<file path="src/rtl/nc_sched_pkg.sv">
// Shared types and constants for the nc_sched bit-serial AND/parity scheduler.
package nc_sched_pkg;

    localparam int unsigned NC_SCHED_W_DEF = 8;

    typedef enum logic [1:0] {
        IDLE,
        BUSY,
        DONE
    } state_t;

endpackage

</file>
<file path="src/rtl/nc_logic_cell.sv">
// Single-bit AND/XOR cell shared by both requesters of nc_sched_1.
module nc_logic_cell (
    input  logic x,
    input  logic y,
    output logic xy_and,
    output logic xy_xor
);

    assign xy_and = x & y;
    assign xy_xor = x ^ y;

endmodule

</file>
<file path="src/rtl/nc_sched_1.sv">
// Two-requester round-robin scheduler around one shared bit-serial AND/XOR cell.
// Optional synchronous flush port enabled by defining NC_SCHED_FLUSH_EN.
module nc_sched_1
    import nc_sched_pkg::*;
#(
    parameter int W = NC_SCHED_W_DEF
) (
    input  logic         clk,
    input  logic         rst_n,
`ifdef NC_SCHED_FLUSH_EN
    input  logic         flush,
`endif
    input  logic         req0_valid,
    input  logic         req1_valid,
    output logic         req0_ready,
    output logic         req1_ready,
    input  logic [W-1:0] req0_a,
    input  logic [W-1:0] req0_b,
    input  logic [W-1:0] req1_a,
    input  logic [W-1:0] req1_b,
    output logic         rsp_valid,
    input  logic         rsp_ready,
    output logic         rsp_id,
    output logic [W-1:0] rsp_and,
    output logic         rsp_xor
);

    localparam int CW = (W > 1) ? $clog2(W) : 1;

`ifndef NC_SCHED_FLUSH_EN
    logic flush;
    assign flush = 1'b0;
`endif

    state_t        state;
    state_t        state_nxt;
    logic          prio;
    logic          grant;
    logic          accept;
    logic          last_bit;
    logic          id_q;
    logic [W-1:0]  a_q;
    logic [W-1:0]  b_q;
    logic [W-1:0]  acc_and;
    logic          acc_xor;
    logic [CW-1:0] cnt;
    logic          cell_and;
    logic          cell_xor;

    always_comb begin
        grant = prio;
        if (req0_valid && !req1_valid)
            grant = 1'b0;
        else if (!req0_valid && req1_valid)
            grant = 1'b1;
    end

    assign req0_ready = (state == IDLE) && !flush && !grant && req0_valid;
    assign req1_ready = (state == IDLE) && !flush &&  grant && req1_valid;
    assign accept     = req0_ready || req1_ready;
    assign last_bit   = (cnt == CW'(W - 1));

    nc_logic_cell u_cell (
        .x      (a_q[cnt]),
        .y      (b_q[cnt]),
        .xy_and (cell_and),
        .xy_xor (cell_xor)
    );

    always_ff @(posedge clk or negedge rst_n) begin
        if (!rst_n)
            state <= IDLE;
        else
            state <= state_nxt;
    end

    always_comb begin
        state_nxt = state;
        if (flush) begin
            state_nxt = IDLE;
        end else begin
            unique case (state)
                IDLE:    if (accept)    state_nxt = BUSY;
                BUSY:    if (last_bit)  state_nxt = DONE;
                DONE:    if (rsp_ready) state_nxt = IDLE;
                default: state_nxt = IDLE;
            endcase
        end
    end

    // cnt holds at W-1 on the last bit so it never wraps within an operation
    always_ff @(posedge clk or negedge rst_n) begin
        if (!rst_n) begin
            a_q     <= '0;
            b_q     <= '0;
            id_q    <= 1'b0;
            cnt     <= '0;
            acc_and <= '0;
            acc_xor <= 1'b0;
            prio    <= 1'b0;
        end else begin
            if (accept) begin
                a_q     <= grant ? req1_a : req0_a;
                b_q     <= grant ? req1_b : req0_b;
                id_q    <= grant;
                cnt     <= '0;
                acc_and <= '0;
                acc_xor <= 1'b0;
            end else if (state == BUSY && !flush) begin
                acc_and[cnt] <= cell_and;
                acc_xor      <= acc_xor ^ cell_xor;
                if (!last_bit)
                    cnt <= cnt + 1'b1;
            end
            if (state == DONE && rsp_ready && !flush)
                prio <= ~id_q;
        end
    end

    assign rsp_valid = (state == DONE);
    assign rsp_id    = rsp_valid && id_q;
    assign rsp_and   = rsp_valid ? acc_and : '0;
    assign rsp_xor   = rsp_valid && acc_xor;

endmodule

</file>
<file path="config.mk">
export PLATFORM = sky130hd
export DESIGN_NAME = nc_sched_1
export DESIGN_NICKNAME = d
export VERILOG_FILES = /design/src/rtl/nc_sched_pkg.sv /design/src/rtl/nc_logic_cell.sv /design/src/rtl/nc_sched_1.sv
export SDC_FILE = /design/constraint.sdc
export NUM_CORES = 1
export LEC_CHECK = 0
export CAP_MARGIN = 20
export CORE_AREA = 2 2 65 67
export CTS_BUF_LIST = sky130_fd_sc_hd__clkbuf_8
export CTS_CLUSTER_SIZE = 24
export DETAILED_ROUTE_END_ITERATION = 8
export DIE_AREA = 0 0 67 69
export GPL_ROUTABILITY_DRIVEN = 1
export PLACE_DENSITY = 0.77
export SYNTH_ARGS = -nofsm -noshare
export SYNTH_HDL_FRONTEND = slang
export SYNTH_HIERARCHICAL = 1
export SYNTH_SLANG_ARGS = --single-unit
</file>
<file path="constraint.sdc">
create_clock -name clk -period 2.5 [get_ports clk]
set_input_delay 0.5 -clock clk [delete_from_list [all_inputs] [get_ports clk]]
set_output_delay 0.5 -clock clk [all_outputs]
set_load 0.02 [all_outputs]
</file>
==> results of run 1 <==
flip-flops by register name (all words and copies together), names as in the netlist:
| name | flops |
|---|---|
| a_q | 8 |
| acc_and | 8 |
| acc_xor | 1 |
| b_q | 8 |
| cnt | 3 |
| id_q | 1 |
| prio | 1 |
| state | 2 |
final cells by class:
class / count / share of cell area [%]
clock buffer: 6 / 3.24
clock inverter: 2 / 0.294
multi-input combinational: 155 / 39.6
sequential: 32 / 31.4
inverter: 4 / 0.589
tap: 50 / 2.45
timing repair buffer: 60 / 22.4
path summary, 6_finish.rpt:
check / start / to / slack [ns] / depth (start not counted)
max: req1_valid / req1_ready / 0.12 / 5
min: id_q / prio / 0.49 / 1
max reg2reg: cnt[2] / acc_xor / 0.55 / 7
min reg2reg: id_q / prio / 0.49 / 1
max in group asynchronous: rst_n / state[1] / 1.59 / 2
min in group asynchronous: rst_n / prio / 0.61 / 2
cells in the final DEF, fill, tap and decap left out, types with 2 or more instances in the layout:
master,instances
sky130_fd_sc_hd__o21ai_0,23
sky130_fd_sc_hd__a21oi_2,6
sky130_fd_sc_hd__buf_4,11
sky130_fd_sc_hd__o221ai_1,2
sky130_fd_sc_hd__clkbuf_8,6
sky130_fd_sc_hd__mux2i_1,4
sky130_fd_sc_hd__and2_1,10
sky130_fd_sc_hd__nand3b_1,19
sky130_fd_sc_hd__a31oi_1,17
sky130_fd_sc_hd__a221oi_1,2
sky130_fd_sc_hd__ha_1,3
sky130_fd_sc_hd__nor2b_1,5
sky130_fd_sc_hd__nand3_1,6
sky130_fd_sc_hd__clkdlybuf4s50_1,48
sky130_fd_sc_hd__nand2b_1,2
sky130_fd_sc_hd__nand4_1,2
sky130_fd_sc_hd__nand2_1,3
sky130_fd_sc_hd__nor2_1,7
sky130_fd_sc_hd__dfrtp_1,31
sky130_fd_sc_hd__o31ai_1,2
sky130_fd_sc_hd__inv_1,6
sky130_fd_sc_hd__a21oi_1,22
cell families (layout without fill, tap and decap cells):
| family | after synthesis | in the layout | synth area share, % |
|---|---|---|---|
| AOI/OAI and AO/OA | 78 | 78 | 24.3 |
| muxes | 5 | 5 | 2.64 |
| xor gates and xnor gates | 2 | 2 | 0.901 |
| buffers and inverters | 25 | 72 | 6.89 |
| and+or+nand+nor | 67 | 67 | 22.2 |
| DFF | 32 | 32 | 41.2 |
| adders and majority gates | 3 | 3 | 1.93 |
per-layer routing:
layer	vias up	wire length, um	share of wire [%]	GRT usage (%)
met5	-	0	0	0
met4	0	28	0.67	6.35
met3	6	222	5.3	5.71
met2	56	2100	50	36.0
met1	824	1850	44	25.0
li1	870	-	-	-
per-stage QoR:
| step | setup TNS (ns) | util, % | setup slack [ns] | hold slack, ns | power (uW) |
|---|---|---|---|---|---|
| 6_report | 0 | 65.2 | 0.117 | 0.487 | 2600 |
| 5_1_grt | 0 | 65.2 | 0.0442 | 0.528 | 2830 |
| 4_1_cts | 0 | 65.2 | 0.0762 | 0.495 | 2610 |
| 3_5_place_dp | -0.117 | 62.9 | -0.117 | 0.484 | 2210 |
| 3_3_place_gp | -0.798 | 62.7 | -0.0602 | 0.470 | 2160 |
| 2_1_floorplan | 0 | - | 0.611 | 0.204 | 1900 |
worst reg2reg max path, delay by kind of cell, from the launching register on:
family / cells / cell delay (ns)
xor+xnor: 1 / 0.14
compound gates: 2 / 0.40
flops: 1 / 0.44
mux: 1 / 0.36
simple gates: 2 / 0.15
fa+ha+maj: 1 / 0.33
power groups by stage:
stage,Clock [uW],Combinational (uW),Sequential (uW)
6_report,395,1250,950
3_5_place_dp,0,1260,958
3_3_place_gp,0,1210,950
5_1_grt,428,1410,990
4_1_cts,403,1260,952
2_1_floorplan,0,1040,861
cell usage after synthesis, types with 2 or more instances:
master                     instances
sky130_fd_sc_hd__nand2_1           3
sky130_fd_sc_hd__nand4_1           2
sky130_fd_sc_hd__buf_2            11
sky130_fd_sc_hd__a21oi_2           6
sky130_fd_sc_hd__nor2b_1           5
sky130_fd_sc_hd__o21ai_0          23
sky130_fd_sc_hd__inv_1             4
sky130_fd_sc_hd__a21oi_1          22
sky130_fd_sc_hd__o31ai_1           2
sky130_fd_sc_hd__and2_1           10
sky130_fd_sc_hd__nand3_1           6
sky130_fd_sc_hd__mux2i_1           4
sky130_fd_sc_hd__nand3b_1         19
sky130_fd_sc_hd__nand2b_1          2
sky130_fd_sc_hd__a31oi_1          17
sky130_fd_sc_hd__nor2_1            7
sky130_fd_sc_hd__dfrtp_1          32
sky130_fd_sc_hd__o221ai_1          2
sky130_fd_sc_hd__buf_6             3
sky130_fd_sc_hd__clkbuf_1          5
sky130_fd_sc_hd__a221oi_1          2
sky130_fd_sc_hd__ha_1              3
==> PnR_summary.wiki, run 1 <==
{| class="wikitable"
! Metric !! Value
|-
| Outcome || finished clean
|-
| Starting density of the core || 49.7%
|-
| Cts hold-fix bufs || 0
|-
| Power share of the combinational group || 48.2%
|-
| Post-DP HPWL || slightly above 3000 um
|-
| Post-synth top flop || sky130_fd_sc_hd__dfrtp_1
|-
| Largest net degree at the start of global routing || 33
|-
| Count of filler cells inserted in the layout || 367
|-
| Series of cell instances along the critical path || clkdlybuf4s50_1 -> buf_4 -> nand2_1 -> a21oi_1 -> clkdlybuf4s50_1
|-
| Final critical-path required period || about 2.4 ns
|-
| Distinct cells, synth || 44
|-
| Power density normalized to cell area || 1020 mW/mm2
|-
| Clock network power share || 15.2%
|-
| Register area share after synthesis || between 40% and 50%
|-
| Setup repair after global routing missed its margin || false
|-
| Antenna diode count || 0
|-
| Post-Syn Area || 0.00194 mm2
|-
| Initial antenna violation count || 0
|-
| Critical Path Start Type || primary input
|-
| Layout cell share with drive strength beyond 1 || 12.0%
|-
| Net switching power of the design || just over 1000 uW
|-
| Post-route DRC violation count || 0
|-
| Net count after synthesis || 252
|-
| Number of instances in the synthesized netlist || 212
|-
| Cell type of the slowest stage on the worst timing path || sky130_fd_sc_hd__clkdlybuf4s50_1
|-
| Placeable core region || about 0.0039 mm2
|-
| Clock latency on the worst-skew pair || 0.28 ns
|-
| Dominant delay contributor by cell family on the critical path || buffers and inverters
|-
| Worst slew margin || between 50% and 60%
|-
| Maximum ir drop on the vdd rail || 0.395 mV
|-
| Multi-input combinational cell area || 0.00101 mm2
|-
| Number of max-cap violations || 0
|-
| Count of buffer and inverter cells on the critical path || 3
|-
| Leak Pwr || approximately 0.0010 uW
|-
| Fin crit share || 95.3%
|-
| Via total after detailed routing || 1756
|-
| Number of clock buffers inserted by TritonCTS || 5
|-
| Number of H-tree branching levels || 2
|-
| Internal portion of total power || 1560 uW
|-
| Switching Fraction || 39.8%
|-
| Non-filler cells in the finished layout || 309
|-
| Max Clock Freq || 420 MHz
|-
| Type of destination of the critical path || output pin
|-
| Remaining global-route overflow || 0
|-
| Flop pwr share || 36.6%
|-
| Area growth, synth to finish || 31.2%
|-
| Final setup fails || 0
|-
| Area of the die || 0.00462 mm2
|-
| Reg clk slew, reported paths || 0.06 ns
|-
| Worst clock skew || 0.00520 ns
|-
| Overall Global Routing Usage || 21.0%
|-
| DP Area || 0.00246 mm2
|-
| Instance count after placement with tap cells included || 301
|-
| Number of synthesized register bits || 32
|-
| Number of gates resized after cts || 1
|-
| Post CTS Setup Buffer Count || 0
|-
| Number of sinks driven by the clock tree || 32
|-
| Die Height || 69 um
|-
| Biggest area contributors in the synthesized netlist || sky130_fd_sc_hd__dfrtp_1, sky130_fd_sc_hd__nand3b_1, sky130_fd_sc_hd__o21ai_0, sky130_fd_sc_hd__a21oi_1, sky130_fd_sc_hd__a31oi_1
|-
| Count of nets after finishing || just under 300
|-
| Final weighted congestion of routability-driven global placement || between 0.8 and 0.9
|-
| Number of standard-cell rows in the floorplan || 23
|-
| YS warnings || 6
|-
| Biggest area consumer among synthesized cells || sky130_fd_sc_hd__dfrtp_1
|-
| Global-route wire length before repair || 7650 um
|-
| Number of nets still failing antenna checks after routing || 0
|-
| Final hold vios || 0
|-
| TritonCTS clock tree || yes
|-
| Number of flops mapped to enable cells by yosys || 0
|-
| Largest fanout of any net on the critical path || 5
|-
| Die Wd || 67 um
|-
| Storage element area || about 800 um2
|-
| Maximum number of buffers from clock root to sink || 2
|-
| Kind of critical path || in -> out
|-
| Post-Synthesis Mean Instance Area || 9.17 um2
|-
| Buffers on Ports || 49
|-
| Area share of the largest cell type after synthesis || 41.2%
|-
| Via count of the first global-routing pass || 1750
|-
| Slew @ Worst Pin || 0.602 ns
|-
| Final WL || 4190 um
|-
| Pins Over Slew Limit || 0
|-
| Arrival time worst endpoint || around 1.9 ns
|-
| CTS Root Cell || sky130_fd_sc_hd__clkbuf_8
|-
| Non-Filler Cell Area, Final || 0.00255 mm2
|-
| Cell seen most often among critical-path stages || sky130_fd_sc_hd__clkdlybuf4s50_1
|-
| Max incr delay on CP || around 0.62 ns
|-
| Average vias per placed instance || 5.68
|-
| Routed wire length per instance || between 10 and 15 um
|-
| Path category of the worst min-delay check || reg -> reg
|-
| Drt first pass iters || 4
|-
| Number of I/O pins || 50
|-
| Ys async rst share || 100%
|-
| Initial detailed-routing violation count || 90
|-
| Data required, critical path || ~2.0 ns
|}
Power figures use the tool's default switching activity.
==> run 2, diff against run 1 <==
Settings changed: CTS_CLUSTER_DIAMETER set to 30.
==> results of run 2 <==
No change in the layout: final DEF, timing and power equal those of run 1.
==> run 3, diff against run 2 <==
Settings changed: ABC_AREA set to 1, CORE_AREA 2 2 65 67 to 2 2 80 82, DIE_AREA 0 0 67 69 to 0 0 82 84, PLACE_DENSITY 0.77 to 0.53.
==> run 3 against run 2 <==
Net effect:
- die area grew 49%
- largest cell class unchanged
- critical path type unchanged
- first-iteration DRC count shrank 27%
- clock skew is essentially flat
- non-clock buffer count shrank 6
- sequential power shrank 6.4%
- combinational power is essentially flat
- setup slack lost 0.0021 ns
- cell count grew 33%
- design area grew 1.2%
==> PnR_summary.wiki, run 3 <==
{| class="wikitable"
! Metric !! Value
|-
| Reg clk slew, reported paths || 0.06 ns
|-
| Metal3 WL || 138 um
|-
| Number of gates resized after cts || 0
|-
| Number of H-tree branching levels || 2
|-
| TritonCTS clock tree || yes
|-
| Worst slew margin || 70.3%
|-
| Number of flops mapped to enable cells by yosys || 0
|-
| Routed wire length per instance || 10.4 um
|-
| Remaining global-route overflow || 0
|-
| Non-Filler Cell Area, Final || 0.00258 mm2
|-
| Starting density of the core || 32.0%
|-
| R2r setup slk || 0.63 ns
|-
| Hold Slack || around 0.47 ns
|-
| Count leader, synth || sky130_fd_sc_hd__nand2_1
|-
| Post-Syn Area || 0.00195 mm2
|-
| Biggest regs || a_q x8, acc_and x8, b_q x8
|-
| Path category of the worst min-delay check || reg -> reg
|-
| Number of standard-cell rows in the floorplan || 29
|-
| Cell count of the worst reg-to-reg path || 8
|-
| Die Height || 84 um
|-
| Placeable core region || 0.00610 mm2
|-
| Top sig layer || met4
|-
| DP Area || around 0.0025 mm2
|-
| Max Clock Freq || 419 MHz
|-
| Final critical-path required period || 2.39 ns
|-
| Number of instances in the synthesized netlist || 287
|-
| Commonest cells in the synthesized netlist || sky130_fd_sc_hd__nand2_1, sky130_fd_sc_hd__inv_1, sky130_fd_sc_hd__dfrtp_1, sky130_fd_sc_hd__nand3_1, sky130_fd_sc_hd__nor2_1
|-
| Net count after synthesis || 327
|-
| Worst hold stages || 2
|-
| Routed met2 length || between 2000 and 2500 um
|-
| Outcome || finished clean
|-
| Final Worst Setup Slack || 0.115 ns
|-
| Critical Path Start Type || primary input
|-
| Ys async rst share || 100%
|-
| Antenna diode count || 0
|-
| CTS Root Cell || sky130_fd_sc_hd__clkbuf_8
|-
| Biggest area consumer among synthesized cells || sky130_fd_sc_hd__dfrtp_1
|-
| Buffers on Ports || 49
|-
| Pins Over Slew Limit || 0
|-
| Wl on met1 || 2000 um
|-
| Number of clock buffers inserted by TritonCTS || 5
|-
| Setup TNS || 0 ns
|-
| Average vias per placed instance || about 4.4
|-
| Initial antenna violation count || 0
|-
| Number of max-cap violations || 0
|-
| Biggest area contributors in the synthesized netlist || sky130_fd_sc_hd__dfrtp_1, sky130_fd_sc_hd__nand2_1, sky130_fd_sc_hd__nand3_1, sky130_fd_sc_hd__inv_1, sky130_fd_sc_hd__nand3b_1
|-
| Dpl ws || 0.0403 ns
|-
| Count of filler cells inserted in the layout || roughly 670
|-
| Via total after detailed routing || 1804
|-
| Number of synthesized register bits || 32
|-
| Type of destination of the critical path || output pin
|-
| Final WL || 4270 um
|-
| Post-synth top flop || sky130_fd_sc_hd__dfrtp_1
|-
| Dominant delay contributor by cell family on the critical path || buffers and inverters
|-
| Most common cell after layout, fill and taps aside || sky130_fd_sc_hd__nand2_1
|-
| Setup repair after global routing missed its margin || false
|-
| Instance count after placement with tap cells included || slightly above 400
|-
| Initial detailed-routing violation count || 66
|-
| Post-Synthesis Mean Instance Area || 6.79 um2
|-
| Series of cell instances along the critical path || clkdlybuf4s50_1 -> nand2_1 -> nand2_2 -> nor3_1 -> clkdlybuf4s50_1
|-
| Final setup fails || 0
|-
| Area share of the largest cell type after synthesis || 41.1%
|-
| Die Wd || 82 um
|-
| Arrival time worst endpoint || 1.89 ns
|-
| Drt first pass iters || 4
|-
| Number of I/O pins || 50
|-
| Count of nets after finishing || 376
|-
| Post CTS Setup Buffer Count || 0
|-
| Register area share after synthesis || 41.1%
|-
| YS warnings || 6
|-
| Power density normalized to cell area || 973 mW/mm2
|-
| Leak Pwr || 0.00133 uW
|-
| Overall Global Routing Usage || 14.4%
|-
| Layout cell share with drive strength beyond 1 || 5.39%
|-
| Area of the die || around 0.007 mm2
|-
| Distinct cells, synth || 21
|-
| Largest fanout of any net on the critical path || 4
|-
| Via count of the first global-routing pass || 1872
|-
| Cts hold-fix bufs || 0
|-
| Final weighted congestion of routability-driven global placement || 0.808
|-
| Levels on crit path || 5
|-
| Area growth, synth to finish || 32.5%
|-
| Non-filler cells in the finished layout || 411
|-
| Final hold vios || 0
|-
| Kind of critical path || in -> out
|-
| Largest net degree at the start of global routing || 33
|-
| Data required, critical path || 2.00 ns
|-
| Count of buffer and inverter cells on the critical path || 2
|-
| Post-DP HPWL || roughly 3200 um
|-
| Worst clock skew || 0.00525 ns
|-
| Highest-count cells in the layout ignoring fill and taps || sky130_fd_sc_hd__nand2_1, sky130_fd_sc_hd__clkdlybuf4s50_1, sky130_fd_sc_hd__inv_1
|-
| Fin crit share || 95.4%
|-
| Max incr delay on CP || 0.63 ns
|-
| Clock latency on the worst-skew pair || 0.27 ns
|-
| Global-route wire length before repair || 7960 um
|-
| Slew @ Worst Pin || approximately 0.44 ns
|-
| Cell type of the slowest stage on the worst timing path || sky130_fd_sc_hd__clkdlybuf4s50_1
|-
| Number of nets still failing antenna checks after routing || 0
|-
| Post-route DRC violation count || 0
|-
| Maximum number of buffers from clock root to sink || 2
|-
| Number of sinks driven by the clock tree || 32
|-
| Maximum ir drop on the vdd rail || 0.381 mV
|-
| Cell seen most often among critical-path stages || sky130_fd_sc_hd__clkdlybuf4s50_1
|}
==> run 3: per-stage QoR <==
stage          utilization, %  total power, uW
4_1_cts                  42.3             2560
3_3_place_gp             41.2             2190
5_1_grt                  42.3             2810
6_report                 42.3             2510
3_5_place_dp             41.2             2200
2_1_floorplan               -             1850
==> run 3: worst paths after layout <==
| kind | to | from |
|---|---|---|
| max in group asynchronous | a_q[2] | rst_n |
| worst max-delay path | req0_ready | req1_valid |
| worst max register to register | acc_and[7] | cnt[1] |
| worst min register to register | acc_and[0] | acc_and[0] |
| min in group asynchronous | b_q[4] | rst_n |
| worst min-delay path | acc_and[0] | acc_and[0] |
==> run 3: routing by layer <==
layer,vias up,global-route usage (%)
met4,0,5.00
met5,-,0
li1,986,-
met1,777,17.4
met3,5,3.25
met2,36,24.7
==> run 3: logic make-up after synthesis <==
kind of cell / after synthesis / synth area share (%)
buffers and inverters: 50 / 10.5
adders and majority gates: 3 / 1.93
and+or+nand+nor: 185 / 41.6
AOI/OAI and AO/OA: 16 / 4.37
DFF: 32 / 41.1
xor gates and xnor gates: 1 / 0.450
==> run 3: worst reg2reg max path, cell delays in order, from the launching register on <==
cell and delay [ns]:
sky130_fd_sc_hd__dfrtp_1 0.54, sky130_fd_sc_hd__clkinv_1 0.32, sky130_fd_sc_hd__nand2_1 0.14, sky130_fd_sc_hd__nand2_1 0.07, sky130_fd_sc_hd__nand2_1 0.06, sky130_fd_sc_hd__nand2_1 0.06, sky130_fd_sc_hd__ha_1 0.30, sky130_fd_sc_hd__nor3_1 0.21
sky130_fd_sc_hd__nor2_1 0.07
==> run 3: area by class of cell <==
| cell class | count | area, um2 | area share [%] |
|---|---|---|---|
| repair buffers | 54 | 531 | 20.6 |
| inverters | 38 | 143 | 5.53 |
| clock buffers | 5 | 68.8 | 2.67 |
| flip-flops and latches | 32 | 801 | 31.0 |
| well taps | 77 | 96.3 | 3.73 |
| multi-input cells | 205 | 942 | 36.5 |
==> run 3: power by group <==
| part | internal, uW | switching [uW] | total [uW] |
|---|---|---|---|
| Clock | 179 | 163 | 342 |
| Combinational | 480 | 801 | 1280 |
| Sequential | 742 | 147 | 889 |
